$ cat src/rtl/calc_pkg.sv
// Shared types and helpers for the keypad scanner, operand entry and arithmetic unit.
package calc_pkg;

  localparam int MAX_MAG_DEFAULT = 32767;

  typedef enum logic [2:0] {
    OP_NONE = 3'b000,
    OP_NEG  = 3'b001,
    OP_ADD  = 3'b010,
    OP_SUB  = 3'b011,
    OP_MUL  = 3'b100
  } op_t;

  typedef enum logic [1:0] {ENTER_A, ENTER_B, CALC, SHOW} entry_state_t;

  typedef enum logic [1:0] {HS_IDLE, HS_ACK, HS_WAIT_LOW} hs_state_t;

  // Sign-magnitude operand as it is being typed.
  typedef struct packed {
    logic        neg;
    logic [14:0] mag;
  } sm_t;

  // Convert a two's-complement value (optionally negated) into sign-magnitude;
  // magnitudes beyond 15 bits saturate so -32768 becomes neg=1, mag=32767.
  function automatic sm_t load_value(input logic [15:0] value, input logic negate);
    logic [16:0] v;
    logic [16:0] a;
    sm_t         r;
    v     = negate ? (17'd0 - {value[15], value}) : {value[15], value};
    a     = v[16] ? (17'd0 - v) : v;
    r.neg = v[16];
    r.mag = (a > 17'd32767) ? 15'h7fff : a[14:0];
    return r;
  endfunction

  // A negative zero magnitude naturally yields 0 here.
  function automatic logic [15:0] to_twos(input sm_t x);
    return x.neg ? (16'd0 - {1'b0, x.mag}) : {1'b0, x.mag};
  endfunction

endpackage

$ cat src/rtl/key_handshake_rx.sv
// Receiving side of the keypad handshake: acknowledges one event per key press.
module key_handshake_rx
  import calc_pkg::*;
(
  input  logic clk,
  input  logic RST,
  input  logic read_input,
  input  logic busy,
  output logic key_read,
  output logic event_accept
);

  hs_state_t r_state;
  hs_state_t w_state_n;

  // Reset lands in HS_WAIT_LOW so a key held through reset is never consumed.
  always_ff @(posedge clk or posedge RST) begin
    if (RST) r_state <= HS_WAIT_LOW;
    else     r_state <= w_state_n;
  end

  // NOTE: every output of a combinational block gets a default first, so no path can infer a latch.
  always_comb begin
    w_state_n    = r_state;
    event_accept = 1'b0;
    case (r_state)
      HS_IDLE: begin
        if (read_input && !busy) begin
          w_state_n    = HS_ACK;
          event_accept = 1'b1;
        end
      end
      HS_ACK:      w_state_n = HS_WAIT_LOW;
      HS_WAIT_LOW: if (!read_input) w_state_n = HS_IDLE;
      default:     w_state_n = HS_WAIT_LOW;
    endcase
  end

  assign key_read = (r_state == HS_ACK);

endmodule

$ cat src/rtl/operand_entry.sv
// Operand entry: builds two signed operands from key events, requests a calculation
// on '=', and holds the result for display or chaining.
module operand_entry
  import calc_pkg::*;
#(
  parameter int MAX_MAG = MAX_MAG_DEFAULT
) (
  input  logic        clk,
  input  logic        RST,
  input  logic        read_input,
  input  logic [3:0]  keypad_input,
  input  logic [2:0]  operator_input,
  input  logic        equal_input,
  output logic        key_read,
  output logic [15:0] operand_a,
  output logic [15:0] operand_b,
  output logic [2:0]  op_code,
  output logic        calc_valid,
  input  logic        calc_ready,
  input  logic [15:0] result_in,
  output logic [15:0] display_value,
  output logic        entry_err
);

  entry_state_t r_state, w_state_n;
  sm_t          r_a, w_a_n;
  sm_t          r_b, w_b_n;
  logic         r_b_started, w_b_started_n;
  op_t          r_op, w_op_n;
  logic [15:0]  r_result, w_result_n;
  logic         r_err, w_err_n;

  logic         w_accept;
  logic         w_busy;
  op_t          w_key_op;
  logic         w_is_arith;
  logic [18:0]  w_append;
  sm_t          w_from_result;

  assign w_busy = (r_state == CALC);

  key_handshake_rx u_hs (
    .clk          (clk),
    .RST          (RST),
    .read_input   (read_input),
    .busy         (w_busy),
    .key_read     (key_read),
    .event_accept (w_accept)
  );

  assign w_key_op      = op_t'(operator_input);
  assign w_is_arith    = (w_key_op == OP_ADD) || (w_key_op == OP_SUB) || (w_key_op == OP_MUL);
  assign w_append      = 19'((r_state == ENTER_B) ? r_b.mag : r_a.mag) * 19'd10 + 19'(keypad_input);
  assign w_from_result = load_value(r_result, w_key_op == OP_NEG);

  always_comb begin
    w_state_n     = r_state;
    w_a_n         = r_a;
    w_b_n         = r_b;
    w_b_started_n = r_b_started;
    w_op_n        = r_op;
    w_result_n    = r_result;
    w_err_n       = 1'b0;
    if (r_state == CALC) begin
      if (calc_ready) begin
        w_result_n = result_in;
        w_state_n  = SHOW;
      end
    end else if (w_accept) begin
      if (equal_input) begin
        if (r_state == ENTER_B && r_b_started) w_state_n = CALC;
      end else if (w_key_op != OP_NONE) begin
        case (r_state)
          ENTER_A: begin
            if (w_key_op == OP_NEG) begin
              w_a_n.neg = ~r_a.neg;
            end else if (w_is_arith) begin
              w_op_n        = w_key_op;
              w_b_n         = '0;
              w_b_started_n = 1'b0;
              w_state_n     = ENTER_B;
            end
          end
          ENTER_B: begin
            // Until B has a digit, a new operator is a correction of the last one.
            if (w_key_op == OP_NEG)                 w_b_n.neg = ~r_b.neg;
            else if (w_is_arith && !r_b_started)    w_op_n    = w_key_op;
          end
          default: begin
            if (w_key_op == OP_NEG) begin
              w_a_n     = w_from_result;
              w_state_n = ENTER_A;
            end else if (w_is_arith) begin
              w_a_n         = w_from_result;
              w_op_n        = w_key_op;
              w_b_n         = '0;
              w_b_started_n = 1'b0;
              w_state_n     = ENTER_B;
            end
          end
        endcase
      end else if (keypad_input <= 4'd9) begin
        if (r_state == SHOW) begin
          w_a_n     = '{neg: 1'b0, mag: 15'(keypad_input)};
          w_state_n = ENTER_A;
        end else if (w_append > 19'(MAX_MAG)) begin
          w_err_n = 1'b1;
        end else if (r_state == ENTER_A) begin
          w_a_n.mag = w_append[14:0];
        end else begin
          w_b_n.mag     = w_append[14:0];
          w_b_started_n = 1'b1;
        end
      end
    end
  end

  // NOTE: sequential state uses non-blocking assignments so every register samples pre-edge values.
  always_ff @(posedge clk or posedge RST) begin
    if (RST) begin
      r_state     <= ENTER_A;
      r_a         <= '0;
      r_b         <= '0;
      r_b_started <= 1'b0;
      r_op        <= OP_NONE;
      r_result    <= '0;
      r_err       <= 1'b0;
    end else begin
      r_state     <= w_state_n;
      r_a         <= w_a_n;
      r_b         <= w_b_n;
      r_b_started <= w_b_started_n;
      r_op        <= w_op_n;
      r_result    <= w_result_n;
      r_err       <= w_err_n;
    end
  end

  assign operand_a  = to_twos(r_a);
  assign operand_b  = to_twos(r_b);
  assign op_code    = r_op;
  assign calc_valid = (r_state == CALC);
  assign entry_err  = r_err;

  always_comb begin
    case (r_state)
      ENTER_B: display_value = r_b_started ? to_twos(r_b) : to_twos(r_a);
      SHOW:    display_value = r_result;
      default: display_value = to_twos(r_a);
    endcase
  end

endmodule

$ cat config.mk
export PLATFORM = sky130hd
export DESIGN_NAME = operand_entry
export DESIGN_NICKNAME = d
export VERILOG_FILES = /design/src/rtl/calc_pkg.sv /design/src/rtl/key_handshake_rx.sv /design/src/rtl/operand_entry.sv
export SDC_FILE = /design/constraint.sdc
export NUM_CORES = 1
export LEC_CHECK = 0
export ABC_CLOCK_PERIOD_IN_PS = 5300
export BUFFER_PORTS_ARGS = -buffer_cell sky130_fd_sc_hd__buf_2
export CORE_ASPECT_RATIO = 0.7
export CORE_MARGIN = 4
export CORE_UTILIZATION = 30
export DETAILED_ROUTE_END_ITERATION = 8
export PLACE_DENSITY_LB_ADDON = 0.1
export RECOVER_POWER = 25
export SYNTH_ARGS = -nofsm -noshare
export SYNTH_HDL_FRONTEND = slang
export SYNTH_SLANG_ARGS = --single-unit
$ cat constraint.sdc
create_clock -name clk -period 5.3 [get_ports clk]
set_clock_uncertainty 0.05 [all_clocks]
set_input_delay 1.06 -clock clk [delete_from_list [all_inputs] [get_ports clk]]
set_output_delay 1.06 -clock clk [all_outputs]
set_load 0.005 [all_outputs]
Word-level counts from Yosys, hierarchy flattened

Index checks and enable logic that the tools add are counted.

$add $sub $neg: 5
Multiply operators: 1
Div/mod/pow operators: 0
$lt $le $gt $ge: 3
Equal/unequal tests: 28
Shifts and indexed selects: 0
Mux-type cells: 66
Bitwise gates (word level): 5
Reductions and logical operators: 27

Operators with widths:

| operator                                              | number |
|---|---|
| two-way mux 15 bit                                    | 12 |
| two-way mux 16 bit                                    | 9 |
| two-way mux 17 bit                                    | 2 |
| case mux 16 bit (2 select lines)                      | 1 |
| subtractor 1 x 15 -> 16 bit (first input constant)    | 2 |
| two-way mux 2 bit                                     | 13 |
| two-way mux 1 bit                                     | 21 |
| AND reduction 7 bit                                   | 3 |
| inequality test 2 bit (second input constant)         | 10 |
| adder 19 x 4 -> 19 bit                                | 1 |
| > comparator 19 x 15 -> 1 bit (second input constant) | 1 |
| multiplier 15 x 3 -> 18 bit (second input constant)   | 1 |
| > comparator 17 x 15 -> 1 bit (second input constant) | 1 |
| subtractor 1 x 16 -> 17 bit (first input constant)    | 1 |
| subtractor 1 x 17 -> 17 bit (first input constant)    | 1 |
| AND reduction 8 bit                                   | 2 |
| two-way mux 3 bit                                     | 5 |
| AND reduction 10 bit                                  | 1 |
| nonzero test 2 bit                                    | 5 |
| inequality test 3 bit (second input constant)         | 3 |
| case mux 2 bit (2 select lines)                       | 2 |
| nonzero test 4 bit                                    | 2 |
| == test 2 bit (second input constant)                 | 3 |
| == test 3 x 2 -> 1 bit (second input constant)        | 2 |
| 17 further kinds                                      | 31 |

Bits in registers: 57
Bits in latches: 0
RAM bits: 0
Bits in read-only memories: 0
Input bits: 28
Output and inout bits: 54
Logic and storage cells: 145
Memories kept: 0

Longest topological paths before layout

Gate-level depths: netlist of run 1.

Depth after elaboration: 12
Gate-level depth with buffers: 20
Mapped depth without buffers: 16

By module

From an unflattened synthesis of run 1, not the netlist that was laid out.

Cell total of the unflattened synthesis: 733
Area total of the unflattened synthesis: 5,821.8 um^2

By module, submodules not included:

| module           | instances | cells each | area an instance (um^2) | sequential area each (um^2) |
|---|---|---|---|---|
| operand_entry    | 1         | 726        | 5,731.7                 | 1,376.3 |
| key_handshake_rx | 1         | 7          | 90.1                    | 51.3 |

Least setup slack after synthesis of run 1

Ideal clock, no wire load.

Kind: register -> register
Start: register r_state[0]
End: register r_a[10] (netlist name)
Setup time: 0.125 ns
Arrival time: 4.592 ns
Required time: 5.125 ns
Setup slack: 0.533 ns
Cell stages (with the launch flop): 20
Buffers on the path: 3
Period minus slack after synthesis: 4.767 ns
Cells stage by stage: dfrtp_1 -> inv_1 -> nor2_1 -> clkbuf_1 -> clkbuf_1 -> nand2_1 -> nand2_1 -> ha_1 -> ha_1 -> fa_1 -> a21o_1 -> a221oi_4 -> o2111a_2 -> nor3_2 -> nor4_4 -> a21o_1 -> a21oi_2 -> a21oi_2 -> buf_4 -> mux2_2

Word-level cells in the longest chain between the ends: 9
Elaborated cells on any way between the ends: 23
Classes of those cells: 1 x add/sub; 1 x mul; 1 x order compare; 5 x eq/ne; 8 x mux; 1 x bitwise; 6 x reduce/logical

RTL lines:

| element                                                        | line                 | source |
|---|---|---|
| from (decl)                                                    | operand_entry.sv:25  | `entry_state_t r_state, w_state_n;` |
| from (signal assigned)                                         | operand_entry.sv:129 | `r_state <= w_state_n;` |
| branches (longest 9 deep; another with adder 19 x 4 -> 19 bit) | n/a                  |  |
| to (signal assigned)                                           | operand_entry.sv:130 | `r_a <= w_a_n;` |
| to (decl)                                                      | operand_entry.sv:26  | `sm_t r_a, w_a_n;` |

Several ways; the timed one is not identified. The select of a mux whose other input is x is not followed.
A chain may end at the register's enable or synchronous reset.

Worst setup path in the final report of run 1

Start: register r_state[0]
End: register r_b_started

Word-level cells in the longest chain between the ends: 7
Elaborated cells on any way between the ends: 18
Classes of those cells: 1 x add/sub; 1 x mul; 1 x order compare; 7 x eq/ne; 3 x mux; 1 x bitwise; 4 x reduce/logical

RTL lines:

| element                          | line                                     | source |
|---|---|---|
| == test 2 x 1 -> 1 bit           | operand_entry.sv:53, operand_entry.sv:73 |  |
| two-way mux 15 bit               | operand_entry.sv:53                      | `assign w_append = 19'((r_state == ENTER_B) ? r_b.mag : r_a.mag) * 19'd10 + 19'(keypad_input);` |
| multiplier 15 x 3 -> 18 bit      | operand_entry.sv:53                      |  |
| adder 19 x 4 -> 19 bit           | operand_entry.sv:53                      |  |
| > comparator 19 x 15 -> 1 bit    | operand_entry.sv:106                     | `end else if (w_append > 19'(MAX_MAG)) begin` |
| inequality test 2 bit (no line)  | n/a                                      |  |
| AND reduction 10 bit (no line) * | n/a                                      |  |
| to (signal assigned)             | operand_entry.sv:132                     | `r_b_started <= w_b_started_n;` |
| to (decl)                        | operand_entry.sv:28                      | `logic r_b_started, w_b_started_n;` |

Mark *: on every way between the ends. The rest lies on a longest branch, timed or not.

==> impl_metrics.json, run 1 <==
{
  "outcome": "finished, violations left",
  "violations": "capacitance limit, slew limit",
  "routabilityCongestion": 0.876,
  "critical_path.top_delay_family": "compound AO/OA/AOI/OAI gates",
  "design.core.area_sq_um": 18900,
  "final.period_utilization_pct": 92.6,
  "timing.hold.worst.class": "reg -> reg",
  "grt_first_pass_wirelength_mm": 32.0,
  "port-buffer-count": 81,
  "vias_per_cell": 5.51,
  "top_signal_layer_used": "met4",
  "ys_seq_elements": 57,
  "synth-edff-count": 0,
  "synthFlopType": "sky130_fd_sc_hd__dfrtp_1",
  "root_buffer": "sky130_fd_sc_hd__clkbuf_16",
  "pin_count": 82,
  "max-cap-violations": 1,
  "hold_violations": 0,
  "tritoncts": "done",
  "final_net_count": 806,
  "critical-path-max-stage-delay_ns": 0.58,
  "fmax_mhz": 204,
  "via_count_of_the_first_global_routing_pass": 5446,
  "wire_per_inst_um": 20.5,
  "met1Wirelength_mm": 10.4,
  "setup-violations-final": 0,
  "initial_core_util_pct": 30.6,
  "setup_total_negative_slack_ns": 0,
  "rsz_0062_raised_after_global_routing": "false",
  "postCtsSetupRepairBufs": 0,
  "post_synth_num_cell_types": 75,
  "post_synthesis_sequential_area_ratio_pct": 24.7,
  "cp_slowest_cell": "sky130_fd_sc_hd__and2b_1",
  "synth_async_sr_flop_share_pct": 100,
  "worst_ep_required_time_ns": 5.51,
  "max_slew.worst_pin.slew_ns": 3.41,
  "final_period_minus_worst_setup_slack_ns": 4.91,
  "floorplan.die.height_um": 124,
  "chipWidth_um": 174,
  "cts-htree-levels": 3,
  "gr-usage-all-layers_pct": 18.7,
  "cts.sink_count": 57,
  "clk_pin_slew_worst_paths_ns": 0.05,
  "post_cts_hold_buffer_count": 0,
  "std_cell_rows": 42,
  "grt_overflow_total": 0,
  "route.detailed.drc": 0,
  "drt_first_iter_violations": 465,
  "synth_fp_nets": 747,
  "ant_nets": 0,
  "dr_wl_met3_mm": 1.55,
  "syn_avg_cell_area_sq_um": 8.38,
  "antenna_cells_inserted": 0,
  "post_synth_instance_area_sq_um": 5790,
  "cts_inserted_buffers": 9,
  "area_growth_syn_to_layout_pct": 15.0,
  "dr_total_vias": 5490,
  "worst-setup-path-type": "reg -> reg",
  "dr.pass1.iters": 6,
  "worst_ep_arrival_time_ns": 5.11,
  "report.final.slew_viol_count": 58,
  "clock_insertion_delay_worst_skew_ns": 0.33,
  "worst_setup_path_start_kind": "register",
  "met2_wirelength_mm": 8.34,
  "timing.critical_path.to_type": "register",
  "critical_path.cell_chain": "inv_1 > nor2_2 > buf_4 > mux2i_1 > xor2_1 > ha_1 > a21o_1 > a31oi_1 > a21oi_1 > o21a_1 > nor4_4 > nand4_1 > a221oi_2 > and2b_1 > o22a_1",
  "post_route_cells_drive_above_1_share_pct": 23.2,
  "timing.slew.headroom_pct": -127,
  "critical_path_buf_inv_count": 2,
  "wl_mm": 20.4,
  "post_cts.resized_instances": 0,
  "number_of_warning_messages_in_the_yosys_log": 0,
  "critical_path_peak_fanout": 17,
  "clock_tree.buffer_depth": 2,
  "cells_after_synth": 691,
  "design.die.area_sq_um": 21600,
  "place_hpwl_mm": 15.9,
  "grt_start_max_net_pins": 58,
  "grt_antenna_before_repair": 0
}
area by class of cell:
cell class | count | area (sq um)
clock buffer | 14 | 274
clock inverter | 2 | 35.0
fill | 2012 | 12300
inverter | 29 | 109
multi-input combinational | 560 | 4020
sequential | 57 | 1430
tap | 242 | 303
timing repair buffer | 93 | 488
cells in the final DEF, fill, tap and decap left out, types with 15 or more instances in the layout:
cell and n:
sky130_fd_sc_hd__dfrtp_1 56, sky130_fd_sc_hd__nand2_1 58, sky130_fd_sc_hd__xnor2_1 56, sky130_fd_sc_hd__nand3_1 18, sky130_fd_sc_hd__a22o_1 15, sky130_fd_sc_hd__nor2_1 63, sky130_fd_sc_hd__ha_1 26, sky130_fd_sc_hd__mux2_2 34
sky130_fd_sc_hd__xor2_1 17, sky130_fd_sc_hd__inv_1 28, sky130_fd_sc_hd__buf_2 81, sky130_fd_sc_hd__a21oi_1 47, sky130_fd_sc_hd__o22ai_1 16, sky130_fd_sc_hd__o21ai_0 33
state kept, by name (all words and copies together), names as in the netlist:
register	count
r_b_started	1
r_state	2
r_result	16
r_a	16
op_code	3
entry_err	1
r_b	16
u_hs.r_state	2
path summary, 6_finish.rpt:
check                                            start                     endpoint  slack, ns  cells past startpoint
setup / recovery                r_state[0]$_DFFE_PP0P_      r_b_started$_DFFE_PP0P_       0.39                     15
max in group asynchronous                          RST           r_b[6]$_DFFE_PP0P_       1.27                      3
setup reg to reg                r_state[0]$_DFFE_PP0P_      r_b_started$_DFFE_PP0P_       0.39                     15
hold / removal             u_hs.r_state[0]$_DFFE_PP0P_  u_hs.r_state[1]$_DFFE_PP1P_       0.42                      1
min in group asynchronous                          RST       op_code[2]$_DFFE_PP0P_       1.98                      3
hold reg to reg            u_hs.r_state[0]$_DFFE_PP0P_  u_hs.r_state[1]$_DFFE_PP1P_       0.42                      1
cell families after synthesis:
logic type / after synthesis / synth area share [%]
AO/OA/AOI/OAI: 193 / 23.7
XOR/XNOR: 75 / 11.6
AND/OR/NAND/NOR: 218 / 19.1
flip-flops: 57 / 24.7
buffers and inverters: 74 / 5.94
multiplexers: 46 / 8.69
adder cells (fa/ha/maj): 28 / 6.31
layer usage:
metal | GRT usage (%) | vias up
li1 | - | 2620
met1 | 29.1 | 2644
met2 | 26.7 | 214
met3 | 4.56 | 12
met4 | 2.09 | 0
met5 | 0 | -
Yosys cell counts (6+ instances only):
| cell | instances | area [sq um] |
|---|---|---|
| sky130_fd_sc_hd__a21o_1 | 11 | 82.6 |
| sky130_fd_sc_hd__inv_1 | 28 | 105 |
| sky130_fd_sc_hd__a22oi_1 | 6 | 45.0 |
| sky130_fd_sc_hd__nor2b_1 | 8 | 50.1 |
| sky130_fd_sc_hd__clkbuf_1 | 22 | 82.6 |
| sky130_fd_sc_hd__xnor2_1 | 56 | 490 |
| sky130_fd_sc_hd__xor2_1 | 17 | 149 |
| sky130_fd_sc_hd__nand2_1 | 58 | 218 |
| sky130_fd_sc_hd__nor2_1 | 64 | 240 |
| sky130_fd_sc_hd__nor4_1 | 9 | 56.3 |
| sky130_fd_sc_hd__dfrtp_1 | 56 | 1400 |
| sky130_fd_sc_hd__a21oi_1 | 47 | 235 |
| sky130_fd_sc_hd__a22o_1 | 15 | 131 |
| sky130_fd_sc_hd__mux2_2 | 34 | 383 |
| sky130_fd_sc_hd__nor3_1 | 14 | 70.1 |
| sky130_fd_sc_hd__nand3_1 | 18 | 90.1 |
| sky130_fd_sc_hd__buf_2 | 10 | 50.1 |
| sky130_fd_sc_hd__or3_1 | 7 | 43.8 |
| sky130_fd_sc_hd__ha_1 | 26 | 325 |
| sky130_fd_sc_hd__a21oi_2 | 13 | 114 |
| sky130_fd_sc_hd__o22ai_1 | 16 | 100 |
| sky130_fd_sc_hd__o41ai_1 | 6 | 52.6 |
| sky130_fd_sc_hd__o21ai_0 | 33 | 165 |
| sky130_fd_sc_hd__nand4_1 | 7 | 43.8 |
| sky130_fd_sc_hd__nand2b_1 | 8 | 50.1 |
| sky130_fd_sc_hd__mux2i_1 | 12 | 120 |
stage by stage:
step	instance area (sq um)	setup slack [ns]	std cells	hold slack (ns)	utilization (%)
after floorplan	5790	0.533	691	0.393	-
after global routing	6660	0.0229	997	0.454	35.2
after detailed placement	6360	0.469	981	0.415	33.6
after global placement	6360	0.681	981	0.401	33.6
after CTS	6670	0.424	997	0.427	35.2
final	6660	0.393	997	0.421	35.2
Power of run 1 is not shown: default switching activity piles up to over one toggle a cycle in this logic, so the estimate is an artifact.
==> inputs of run 2 (changes only) <==
--- a/config.mk
+++ b/config.mk
@@ -11,7 +11,7 @@
 export CORE_MARGIN = 4
 export CORE_UTILIZATION = 30
 export DETAILED_ROUTE_END_ITERATION = 8
-export PLACE_DENSITY_LB_ADDON = 0.1
+export PLACE_DENSITY = 0.47
 export RECOVER_POWER = 25
 export SYNTH_ARGS = -nofsm -noshare
 export SYNTH_HDL_FRONTEND = slang
==> run 2 against run 1 <==
The flow still finishes with violations (capacitance limit, slew limit). Critical endpoint is now r_a[0]$_DFFE_PP0P_. Die area did not move. Register-to-register slack improved by 0.09 ns. Fmax rose by 1.9%.
==> impl_metrics.json, run 2 (synthesized netlist as in run 1, its figures left out) <==
{
  "floorplan.die.height_um": 124,
  "timing.critical_path.to_type": "register",
  "fmax_mhz": 208,
  "ant_nets": 0,
  "initial_core_util_pct": 30.6,
  "design.die.area_sq_um": 21600,
  "pin_count": 82,
  "worst-setup-path-type": "reg -> reg",
  "area_growth_syn_to_layout_pct": 14.3,
  "postCtsSetupRepairBufs": 0,
  "tritoncts": "done",
  "dr.pass1.iters": 7,
  "drt_first_iter_violations": 533,
  "dr_total_vias": 5589,
  "critical-path-max-stage-delay_ns": 0.73,
  "critical_path.top_delay_family": "compound AO/OA/AOI/OAI gates",
  "max_slew.worst_pin.slew_ns": 3.36,
  "cp_slowest_cell": "sky130_fd_sc_hd__a21oi_2",
  "antenna_cells_inserted": 0,
  "most_used_cell_cp": "sky130_fd_sc_hd__nand2_1",
  "route.detailed.drc": 0,
  "max-cap-violations": 1,
  "worst_ep_required_time_ns": 5.47,
  "mostFrequentLayoutCell": "sky130_fd_sc_hd__buf_2",
  "post_route_cells_drive_above_1_share_pct": 23.0,
  "critical_path_peak_fanout": 23,
  "post_cts.resized_instances": 0,
  "wl_mm": 20.1,
  "timing.slew.headroom_pct": -124,
  "chipWidth_um": 174,
  "post_cts_hold_buffer_count": 0,
  "critical_path.cell_chain": "buf_4 > nand2_1 > nand2_1 > nand2_1 > ha_1 > ha_1 > fa_1 > a21o_1 > a221oi_4 > o2111a_2 > nor3_2 > nor4_4 > a21o_1 > a21oi_2 > a21oi_2 > mux2_2",
  "design.core.area_sq_um": 18900,
  "final.period_utilization_pct": 90.8,
  "cts_inserted_buffers": 9,
  "grt_start_max_net_pins": 58,
  "clock_insertion_delay_worst_skew_ns": 0.34,
  "critical_path_buf_inv_count": 1,
  "grt_overflow_total": 0,
  "reg.largest.list": "r_a (16), r_b (16), r_result (16)",
  "cts-htree-levels": 3,
  "grt_first_pass_wirelength_mm": 31.3,
  "worst_setup_path_start_kind": "register",
  "place_hpwl_mm": 15.7,
  "wire_per_inst_um": 20.2,
  "clk_pin_slew_worst_paths_ns": 0.06,
  "hold_violations": 0,
  "setup_total_negative_slack_ns": 0,
  "most-common-layout-cells": "sky130_fd_sc_hd__buf_2 (81), sky130_fd_sc_hd__nor2_1 (64), sky130_fd_sc_hd__nand2_1 (58)",
  "setup-violations-final": 0,
  "violations": "capacitance limit, slew limit",
  "vias_per_cell": 5.61,
  "outcome": "finished, violations left",
  "root_buffer": "sky130_fd_sc_hd__clkbuf_16",
  "port-buffer-count": 81,
  "final_net_count": 806,
  "std_cell_rows": 42,
  "clock_tree.buffer_depth": 2,
  "timing.hold.worst.class": "reg -> reg",
  "gr-usage-all-layers_pct": 18.2,
  "rsz_0062_raised_after_global_routing": "false",
  "report.final.slew_viol_count": 58,
  "grt_antenna_before_repair": 0,
  "routabilityCongestion": 0.908,
  "final_period_minus_worst_setup_slack_ns": 4.81,
  "via_count_of_the_first_global_routing_pass": 5360,
  "worst_ep_arrival_time_ns": 4.98,
  "cts.sink_count": 57
}
==> run 2: changes by cell type in the layout (fill, tap and decap cells not counted) <==
cell and change:
sky130_fd_sc_hd__bufinv_16 -1, sky130_fd_sc_hd__nor2_1 +1, sky130_fd_sc_hd__clkbuf_8 -1, sky130_fd_sc_hd__clkinv_2 +2, sky130_fd_sc_hd__nor2_2 -1
==> run 2: cell type report <==
cell class	count	area [sq um]
clock buffer	13	260
clock inverter	3	15.0
fill	2004	12300
inverter	29	109
multi-input combinational	560	4020
sequential	57	1430
tap	242	303
timing repair buffer	93	488
==> run 2: stage by stage <==
stage / hold WS, ns / worst slack [ns] / cell area (sq um) / util (%) / instances
floorplan: 0.393 / 0.533 / 5790 / - / 691
global placement: 0.409 / 0.634 / 6350 / 33.6 / 981
detailed placement: 0.422 / 0.564 / 6350 / 33.6 / 981
CTS: 0.434 / 0.514 / 6630 / 35.0 / 997
global route: 0.458 / 0.200 / 6620 / 35.0 / 997
finish: 0.425 / 0.486 / 6620 / 35.0 / 997
==> run 2: layer usage <==
metal | track usage [%] | up-vias | part of all wire, %
met5 | 0 | - | 0
met4 | 3.30 | 0 | 0.94
met3 | 5.44 | 19 | 8.8
met2 | 24.0 | 265 | 39
met1 | 28.9 | 2675 | 51
li1 | - | 2630 | -
==> run 2: final timing paths <==
check	startpoint	depth (start not counted)	slack, ns	end
max	r_state[0]$_DFFE_PP0P_	16	0.49	r_a[0]$_DFFE_PP0P_
min	u_hs.r_state[0]$_DFFE_PP0P_	1	0.43	u_hs.r_state[1]$_DFFE_PP1P_
max reg2reg	r_state[0]$_DFFE_PP0P_	16	0.49	r_a[0]$_DFFE_PP0P_
min reg2reg	u_hs.r_state[0]$_DFFE_PP0P_	1	0.43	u_hs.r_state[1]$_DFFE_PP1P_
max in group asynchronous	RST	3	1.34	r_a[5]$_DFFE_PP0P_
min in group asynchronous	RST	3	1.96	r_b[15]$_DFFE_PP0P_
Power of run 2 is left out for the same reason.
